**src/rtl/ps2_tx_if.sv**
```systemverilog
// Command-side handshake between a PS/2 host controller and ps2_tx.
// The master issues wr_ps2/din; the slave (ps2_tx) reports idle/done/error.
interface ps2_tx_if;
   logic       wr_ps2;
   logic [7:0] din;
   logic       tx_idle;
   logic       tx_done_tick;
   logic       tx_err;

   modport master (
      output wr_ps2,
      output din,
      input  tx_idle,
      input  tx_done_tick,
      input  tx_err
   );

   modport slave (
      input  wr_ps2,
      input  din,
      output tx_idle,
      output tx_done_tick,
      output tx_err
   );
endinterface

```
**src/rtl/ps2_tx.sv**
```systemverilog
// PS/2 host-to-device command transmitter over open-drain ps2c/ps2d.
// Define PS2_TX_RETRY_EN to retry once automatically after a NACK or timeout.
module ps2_tx #(
   parameter int unsigned RTS_CYCLES     = 5000,
   parameter int unsigned FILTER_LEN     = 8,
   parameter int unsigned TIMEOUT_CYCLES = 750000
) (
   input  logic    clk,
   input  logic    reset_n,
   ps2_tx_if.slave cmd,
   input  logic    ps2c_in,
   input  logic    ps2d_in,
   output logic    ps2c_oe,
   output logic    ps2d_oe
);

   localparam int unsigned RTS_W = $clog2(RTS_CYCLES + 1);
   localparam int unsigned TMO_W = $clog2(TIMEOUT_CYCLES + 1);
   localparam int unsigned FLT_W = $clog2(FILTER_LEN + 1);

   localparam logic [RTS_W-1:0] RTS_LOAD = RTS_W'(RTS_CYCLES - 1);
   localparam logic [TMO_W-1:0] TMO_LOAD = TMO_W'(TIMEOUT_CYCLES - 1);
   localparam logic [FLT_W-1:0] FLT_LAST = FLT_W'(FILTER_LEN - 1);

   typedef enum logic [2:0] {
      S_IDLE,
      S_RTS,
      S_START,
      S_DATA,
      S_STOP,
      S_WAIT_REL,
      S_RETRY
   } state_t;

   // line conditioning
   logic [1:0]       c_sync_q;
   logic [1:0]       d_sync_q;
   logic             c_filt_q;
   logic [FLT_W-1:0] flt_cnt_q;
   logic             fall_q;
   logic             d_s;

   // control state
   state_t           state_q, state_d;
   logic [RTS_W-1:0] rts_cnt_q, rts_cnt_d;
   logic [TMO_W-1:0] tmo_q, tmo_d;
   logic [8:0]       frame_q, frame_d;
   logic [8:0]       shift_q, shift_d;
   logic [3:0]       bit_q, bit_d;
`ifdef PS2_TX_RETRY_EN
   logic             nack_q, nack_d;
   logic             retried_q, retried_d;
`endif

   // registered outputs
   logic             c_oe_q, c_oe_d;
   logic             d_oe_q, d_oe_d;
   logic             idle_q, idle_d;
   logic             done_q, done_d;
   logic             err_q, err_d;

   assign d_s = d_sync_q[1];

   // Lines idle high, so synchronisers and filter reset to 1 to avoid a false edge.
   always_ff @(posedge clk or negedge reset_n) begin
      if (!reset_n) begin
         c_sync_q  <= '1;
         d_sync_q  <= '1;
         c_filt_q  <= 1'b1;
         flt_cnt_q <= '0;
         fall_q    <= 1'b0;
      end else begin
         c_sync_q <= {c_sync_q[0], ps2c_in};
         d_sync_q <= {d_sync_q[0], ps2d_in};
         fall_q   <= 1'b0;
         if (c_sync_q[1] == c_filt_q) begin
            flt_cnt_q <= '0;
         end else if (flt_cnt_q == FLT_LAST) begin
            c_filt_q  <= c_sync_q[1];
            flt_cnt_q <= '0;
            fall_q    <= c_filt_q;
         end else begin
            flt_cnt_q <= flt_cnt_q + 1'b1;
         end
      end
   end

   always_ff @(posedge clk or negedge reset_n) begin
      if (!reset_n) begin
         state_q   <= S_IDLE;
         rts_cnt_q <= '0;
         tmo_q     <= '0;
         frame_q   <= '0;
         shift_q   <= '0;
         bit_q     <= '0;
`ifdef PS2_TX_RETRY_EN
         nack_q    <= 1'b0;
         retried_q <= 1'b0;
`endif
         c_oe_q    <= 1'b0;
         d_oe_q    <= 1'b0;
         idle_q    <= 1'b1;
         done_q    <= 1'b0;
         err_q     <= 1'b0;
      end else begin
         state_q   <= state_d;
         rts_cnt_q <= rts_cnt_d;
         tmo_q     <= tmo_d;
         frame_q   <= frame_d;
         shift_q   <= shift_d;
         bit_q     <= bit_d;
`ifdef PS2_TX_RETRY_EN
         nack_q    <= nack_d;
         retried_q <= retried_d;
`endif
         c_oe_q    <= c_oe_d;
         d_oe_q    <= d_oe_d;
         idle_q    <= idle_d;
         done_q    <= done_d;
         err_q     <= err_d;
      end
   end

   always_comb begin
      state_d   = state_q;
      rts_cnt_d = rts_cnt_q;
      tmo_d     = tmo_q;
      frame_d   = frame_q;
      shift_d   = shift_q;
      bit_d     = bit_q;
      err_d     = err_q;
`ifdef PS2_TX_RETRY_EN
      nack_d    = nack_q;
      retried_d = retried_q;
`endif
      case (state_q)
         S_IDLE: begin
            // done_q marks the return cycle; a strobe landing there is dropped.
            if (cmd.wr_ps2 && !done_q) begin
               frame_d   = {~^cmd.din, cmd.din};
               err_d     = 1'b0;
               rts_cnt_d = RTS_LOAD;
               state_d   = S_RTS;
`ifdef PS2_TX_RETRY_EN
               nack_d    = 1'b0;
               retried_d = 1'b0;
`endif
            end
         end

         S_RTS: begin
            shift_d = frame_q;
            bit_d   = '0;
            if (rts_cnt_q == '0) begin
               tmo_d   = TMO_LOAD;
               state_d = S_START;
            end else begin
               rts_cnt_d = rts_cnt_q - 1'b1;
            end
         end

         S_START, S_DATA, S_STOP, S_WAIT_REL: begin
            if (tmo_q == '0) begin
`ifdef PS2_TX_RETRY_EN
               if (!retried_q) begin
                  rts_cnt_d = RTS_LOAD;
                  state_d   = S_RETRY;
               end else begin
                  err_d   = 1'b1;
                  state_d = S_IDLE;
               end
`else
               err_d   = 1'b1;
               state_d = S_IDLE;
`endif
            end else begin
               tmo_d = tmo_q - 1'b1;
               case (state_q)
                  S_START: begin
                     if (fall_q) state_d = S_DATA;
                  end
                  S_DATA: begin
                     if (fall_q) begin
                        if (bit_q == 4'd8) begin
                           state_d = S_STOP;
                        end else begin
                           shift_d = {1'b0, shift_q[8:1]};
                           bit_d   = bit_q + 4'd1;
                        end
                     end
                  end
                  S_STOP: begin
                     if (fall_q) begin
                        state_d = S_WAIT_REL;
                        if (d_s) begin
`ifdef PS2_TX_RETRY_EN
                           if (retried_q) err_d  = 1'b1;
                           else           nack_d = 1'b1;
`else
                           err_d = 1'b1;
`endif
                        end
                     end
                  end
                  S_WAIT_REL: begin
                     if (c_filt_q && d_s) begin
`ifdef PS2_TX_RETRY_EN
                        if (nack_q) begin
                           rts_cnt_d = RTS_LOAD;
                           state_d   = S_RETRY;
                        end else begin
                           state_d = S_IDLE;
                        end
`else
                        state_d = S_IDLE;
`endif
                     end
                  end
                  default: ;
               endcase
            end
         end

`ifdef PS2_TX_RETRY_EN
         S_RETRY: begin
            if (rts_cnt_q == '0) begin
               rts_cnt_d = RTS_LOAD;
               retried_d = 1'b1;
               nack_d    = 1'b0;
               state_d   = S_RTS;
            end else begin
               rts_cnt_d = rts_cnt_q - 1'b1;
            end
         end
`endif

         default: state_d = S_IDLE;
      endcase
   end

   // Outputs are decoded from the next state so the registered copies line up with state_q.
   always_comb begin
      c_oe_d = (state_d == S_RTS);
      case (state_d)
         S_START: d_oe_d = 1'b1;
         S_DATA:  d_oe_d = ~shift_d[0];
         default: d_oe_d = 1'b0;
      endcase
      idle_d = (state_d == S_IDLE);
      done_d = (state_d == S_IDLE) && (state_q != S_IDLE);
   end

   assign ps2c_oe          = c_oe_q;
   assign ps2d_oe          = d_oe_q;
   assign cmd.tx_idle      = idle_q;
   assign cmd.tx_done_tick = done_q;
   assign cmd.tx_err       = err_q;

endmodule

```
**src/flat_wrapper.sv**
```systemverilog
// flat-port wrapper written by rule: the top's interface ports become plain ports
module ps2_tx_flat 
#(
   parameter int unsigned RTS_CYCLES     = 5000,
   parameter int unsigned FILTER_LEN     = 8,
   parameter int unsigned TIMEOUT_CYCLES = 750000
)
  (clk, reset_n, ps2c_in, ps2d_in, ps2c_oe, ps2d_oe, cmd_wr_ps2, cmd_din, cmd_tx_idle, cmd_tx_done_tick, cmd_tx_err);
  ps2_tx_if cmd_i ();
  input  logic clk;
  input  logic reset_n;
  input  logic ps2c_in;
  input  logic ps2d_in;
  output logic ps2c_oe;
  output logic ps2d_oe;
  input wire logic [$bits(cmd_i.wr_ps2)-1:0] cmd_wr_ps2;
  input wire logic [$bits(cmd_i.din)-1:0] cmd_din;
  output wire logic [$bits(cmd_i.tx_idle)-1:0] cmd_tx_idle;
  output wire logic [$bits(cmd_i.tx_done_tick)-1:0] cmd_tx_done_tick;
  output wire logic [$bits(cmd_i.tx_err)-1:0] cmd_tx_err;
  assign cmd_i.wr_ps2 = cmd_wr_ps2;
  assign cmd_i.din = cmd_din;
  assign cmd_tx_idle = cmd_i.tx_idle;
  assign cmd_tx_done_tick = cmd_i.tx_done_tick;
  assign cmd_tx_err = cmd_i.tx_err;
  ps2_tx #(.RTS_CYCLES(RTS_CYCLES), .FILTER_LEN(FILTER_LEN), .TIMEOUT_CYCLES(TIMEOUT_CYCLES)) u_core (.clk(clk), .reset_n(reset_n), .cmd(cmd_i), .ps2c_in(ps2c_in), .ps2d_in(ps2d_in), .ps2c_oe(ps2c_oe), .ps2d_oe(ps2d_oe));
endmodule
```
**config.mk**
```make
export PLATFORM = sky130hd
export DESIGN_NAME = ps2_tx_flat
export DESIGN_NICKNAME = d
export VERILOG_FILES = /design/src/rtl/ps2_tx_if.sv /design/src/rtl/ps2_tx.sv /design/src/flat_wrapper.sv
export SDC_FILE = /design/constraint.sdc
export NUM_CORES = 1
export LEC_CHECK = 0
export CORE_MARGIN = 3
export CORE_UTILIZATION = 52
export DETAILED_ROUTE_END_ITERATION = 6
export DONT_BUFFER_PORTS = 1
export HOLD_SLACK_MARGIN = 0.06
export PLACE_DENSITY = 0.7
export SYNTH_ARGS = -nofsm -noshare
export SYNTH_HDL_FRONTEND = slang
export SYNTH_SLANG_ARGS = --single-unit
```
**constraint.sdc**
```tcl
create_clock -name clk -period 2 [get_ports clk]
set_input_delay 0.6 -clock clk [delete_from_list [all_inputs] [get_ports clk]]
set_output_delay 0.6 -clock clk [all_outputs]
set_load 0.02 [all_outputs]
```
# Word level (Yosys, flattened, before mapping)
# Index checks and enable logic that the tools add are counted.
[word_totals]
word_cells = 101
output_inout_bits = 5
regBits = 73
inputBits = 13
[classes]
n_reduce_logical = 20
mux = 37
n_eq_ne = 21
add_sub_neg = 4
n_bitwise = 2
[op_table]
columns = ["operator", "count"]
rows = [
  ["$mux 20", 2],
  ["$pmux 20 s2", 1],
  ["$mux 9", 4],
  ["$mux 13", 2],
  ["$pmux 13 s2", 1],
  ["$mux 3", 8],
  ["$mux 4", 6],
  ["$logic_not 20->1", 1],
  ["$sub 20x1->20 const B", 1],
  ["$pmux 9 s2", 1],
  ["$logic_not 13->1", 1],
  ["$sub 13x1->13 const B", 1],
  ["$eq 3x2->1 const B", 4],
  ["$pmux 3 s4", 1],
  ["$reduce_and 5->1", 2],
  ["$ne 3x1->1 const B", 3],
  ["$pmux 3 s3", 1],
  ["$add 4x1->4 const B", 2],
  ["$ne 2x1->1 const B", 4],
  ["$pmux 4 s2", 1],
  ["$reduce_xnor 8->1", 1],
  ["$mux 1", 7],
  ["$eq 3x1->1 const B", 2],
  ["$eq 3x3->1 const B", 2],
  ["other kinds (14)", 25],
]

# Depth between registers and ports, before layout
[depth]
depth_word = 8
ltp_mapped = 9
ltp_nobuf = 7

# Least setup slack after synthesis
# No wires, ideal clock.
[synth_timing]
path_kind = "reg2reg"
start = "register u_core.tmo_q[0]"
end = "register u_core.tmo_q[16]"
synth_period_minus_slack_ns = 2.070
setup_time_ns = 0.069
path_stages_with_launch = 8
arrival_ns = 2.002
setup_slack_ns = -0.070
cell_sequence = "dfrtp_1 inv_1 ha_1 or3b_2 nor4_2 nand2_1 or3_1 nand3_1"
[synth_via]
elab_chain_len = 3
elab_cells_between_ends = 6
[synth_lines]
columns = ["item", "line_no", "text"]
rows = [
  ["from (decl)", "ps2_tx.sv:46", "logic [TMO_W-1:0] tmo_q, tmo_d;"],
  ["from (signal assigned)", "ps2_tx.sv:108", "tmo_q <= tmo_d;"],
  ["$sub 20x1->20 / $logic_not 20->1 (equally long branches)", "ps2_tx.sv:177, ps2_tx.sv:163", ""],
  ["$mux 20 / $ne 2x2->1 (equally long branches)", "--", ""],
  ["$pmux 20 s2 / $reduce_and 3->1 (equally long branches)", "--", ""],
]
# Parallel ways exist; a longest one is shown, timed or not. The select of a mux whose other input is x is not followed.
# A chain may end at the register's enable or synchronous reset.

# Worst setup path in the final report
[layout_timing]
start = "register u_core.tmo_q[5]"
end = "register u_core.shift_q[4]"
[layout_via]
elab_chain_len = 3
[layout_lines]
columns = ["item", "line_no", "text"]
rows = [
  ["$logic_not 20->1", "ps2_tx.sv:163", "if (tmo_q == '0) begin"],
  ["$ne 2x2->1 (no source line)", "--", ""],
  ["$reduce_and 5->1 (no source line)", "--", ""],
  ["to (signal assigned)", "ps2_tx.sv:110", "shift_q <= shift_d;"],
  ["to (decl)", "ps2_tx.sv:48", "logic [8:0] shift_q, shift_d;"],
]
# Every way passes these cells.

==> impl_metrics.sql <==
INSERT INTO impl_metrics (metric_group, metric, value, unit) VALUES
('critical_path', 'worstSetupEndpointType', 'register', ''),
('routing', 'viasPerCell', '5.855', ''),
('timing', 'final_critical_path_setup_slack', '-0.06544', 'ns'),
('critical_path', 'depth_of_the_critical_timing_path_with_buffers_and_inverters_included', '7', ''),
('routing', 'wl_per_cell', '15.72', 'µm'),
('placement', 'post-place-ws', '-0.2646', 'ns'),
('placement', 'place.detailed.instances', '468', ''),
('yosys', 'yosys.area.top_type_share', '46.95', '%'),
('critical_path', 'path_common_cell', 'buf_6', ''),
('routing', 'drc_errors', '0', ''),
('critical_path', 'max_stage_delay', '0.54', 'ns'),
('critical_path', 'timing.critical_path.to', 'u_core.shift_q[4]', ''),
('global_route', 'vias_in_the_first_global_route', '2718', ''),
('critical_path', 'critical-path-top-delay-family', 'simple AND/OR/NAND/NOR gates', ''),
('placement', 'routabilityCongestion', '0.8519', ''),
('floorplanning', 'floorplan.die.height', '88.87', 'µm'),
('yosys', 'post_synth_most_frequent_cells', 'dfrtp_1, nand2_1, nor2_1', ''),
('timing', 'layout_min_cycle_time', '2.065', 'ns'),
('timing', 'slew_headroom', '70.24', '%'),
('timing', 'setup_repair_after_global_routing_missed_its_margin', 'yes', ''),
('yosys', 'synth_edf_count', '0', ''),
('critical_path', 'cp_data_arrival_time', '2.37', 'ns'),
('critical_path', 'critical-path-slowest-cell', 'or4_4', ''),
('placement', 'numPortBuffers', '0', ''),
('yosys', 'postSynthRegisterBits', '73', ''),
('final_layout', 'area_delta_synth_final', '21.27', '%'),
('placement', 'dp.final_hpwl', '5149', 'µm'),
('clocking', 'clkTransAtPathRegs', '0.09', 'ns'),
('yosys', 'ys_dominant_reg_cell', 'dfrtp_1', ''),
('critical_path', 'reg2reg_depth', '7', ''),
('timing', 'hold_violations', '67', ''),
('yosys', 'synthesized_cell_area', '3571', 'µm²'),
('critical_path', 'setup.worst_path.start', 'u_core.tmo_q[5]', ''),
('yosys', 'postSynthAreaPerCell', '9.975', 'µm²'),
('timing', 'fin_skew', '0.009419', 'ns'),
('floorplanning', 'core_area', '6495', 'µm²'),
('status', 'status', 'finished with violations', ''),
('global_route', 'antenna_violations_before_repair', '0', ''),
('timing', 'final-max-slew-violation-count', '0', ''),
('clocking', 'bufs_on_longest_clock_path', '2', ''),
('yosys', 'synth_fp_nets', '376', ''),
('floorplanning', 'placement_rows', '29', ''),
('status', 'violated_checks', 'negative hold slack, negative setup slack', ''),
('critical_path', 'reg2reg_to', 'u_core.shift_q[4]', ''),
('job', 'maxCapViolations', '0', ''),
('timing', 'fin_worst_hold_slack', '-0.07687', 'ns'),
('routing', 'total_wirelength', '7720', 'µm'),
('global_route', 'aggregate_global_routing_overflow', '0', ''),
('critical_path', 'critical_path.reg2reg.startpoint', 'u_core.tmo_q[5]', ''),
('global_route', 'grt_use_total', '21.07', '%'),
('timing', 'setup_viol_count_final', '25', ''),
('timing', 'max_freq', '484.2', 'MHz'),
('routing', 'dr.pass1.iters', '4', ''),
('global_route', 'grt_start_max_net_pins', '74', ''),
('clocking', 'cts_buffers', '9', ''),
('yosys', 'ys_warnings', '0', ''),
('power', 'power.static_leakage', '1.964', 'nW'),
('floorplanning', 'start_util', '54.98', '%'),
('yosys', 'synthCells', '358', ''),
('yosys', 'sequential_to_total_area_share_from_yosys_stat', '51.37', '%'),
('clocking', 'numClockSinks', '73', ''),
('timing', 'finalCritPeriodShare', '103.3', '%'),
('yosys', 'async_set_reset_flop_share_out_of_synthesis', '100.0', '%'),
('routing', 'detail_route.iter0.violations', '146', ''),
('yosys', 'synth_area_leaders', 'dfrtp_1, nand2_1, dfstp_2', ''),
('final_layout', 'stdcell_count', '491', ''),
('critical_path', 'worst_setup_path_start_kind', 'register', ''),
('worst_hold_path', 'holdCritPathClass', 'in -> async', ''),
('critical_path', 'timing.critical_path.fanout_max', '10', ''),
('critical_path', 'critPathRequiredTime', '2.30', 'ns'),
('clocking', 'cts_tree', 'built', '');
-- metrics by stage --
step,setup TNS (ns),hold slack (ns),cell area [µm²]
final,-0.7865,-0.07687,4330
after global routing,-2.743,-0.1048,4330
after CTS,-0.4939,-0.08941,4230
after detailed placement,-1.413,0.3059,3959
after global placement,-0.2574,0.3060,3959
after floorplan,-0.2414,0.3044,3592
-- final cells by class --
class,instances,area [µm²]
flip-flops and latches,73,1834
fillers,480,2165
inverters,11,41.29
clock buffers,9,123.9
clock inverters,7,77.57
well taps,77,96.34
repair buffers,52,405.4
multi-input cells,262,1752
-- routing by layer --
layer  track usage (%)  part of all wire (%)  routed length [µm]
met1             28.73                    47                3659
met3             5.307                   3.4                 266
met2             32.79                    48                3710
met5                 0                     0                   0
met4             7.280                   1.1                  83
-- cell usage in the layout (no fill, tap or decap), types with 10 or more instances in the layout --
cell type	synthesis	routed
xor2_1	11	11
o21ai_0	17	15
a21oi_1	12	12
o21a_1	10	10
dfrtp_1	67	67
nand3_1	17	17
nor2_1	20	18
buf_4	1	48
inv_1	11	11
nand2_1	52	51
nor3_1	13	10
xnor2_1	10	10
-- state kept, by name (all words and copies together), names as in the netlist --
name / cells
u_core.flt_cnt_q: 4
u_core.c_sync_q: 2
u_core.frame_q: 9
u_core.cmd.tx_done_tick: 1
u_core.ps2c_oe: 1
u_core.bit_q: 4
u_core.cmd.tx_err: 1
u_core.shift_q: 9
u_core.cmd.tx_idle: 1
u_core.state_q: 3
u_core.c_filt_q: 1
u_core.rts_cnt_q: 13
u_core.d_sync_q: 2
u_core.ps2d_oe: 1
u_core.fall_q: 1
u_core.tmo_q: 20
-- cell families after synthesis --
kind of cell             after synthesis  share of synthesized area, %
AO/OA/AOI/OAI                         73                         13.81
XOR/XNOR                              21                         5.150
adder cells (fa/ha/maj)                5                         1.752
buffers and inverters                 24                         3.154
flip-flops                            73                         51.37
multiplexers                           2                        0.5956
AND/OR/NAND/NOR                      160                         24.18
-- worst min-delay path by stage --
stage | start | end | slack [ns] | cells past startpoint
final | reset_n | u_core.shift_q[5] | -0.08 | 0
after floorplan | reset_n | u_core.bit_q[0] | 0.30 | 0
after CTS | reset_n | u_core.shift_q[5] | -0.09 | 0
after global routing | reset_n | u_core.shift_q[5] | -0.10 | 0
after detailed placement | reset_n | u_core.shift_q[5] | 0.31 | 0
after global placement | reset_n | u_core.shift_q[4] | 0.31 | 0
-- power by group --
group | total (mW) | internal (mW) | leakage, nW | switching (mW)
clock network | 1.19 | 0.584 | 0.0885 | 0.607
logic | 0.556 | 0.287 | 0.940 | 0.268
registers | 1.79 | 1.65 | 0.936 | 0.141
-- timing repair --
item,in CTS,in global routing
setup endpoints to repair,35,39
buffers inserted,2,5
endpoints found under the hold margin,67,67
pin swaps,3,8
gates resized for setup,12,14
gates cloned,0,1
Power figures use the tool's default switching activity.
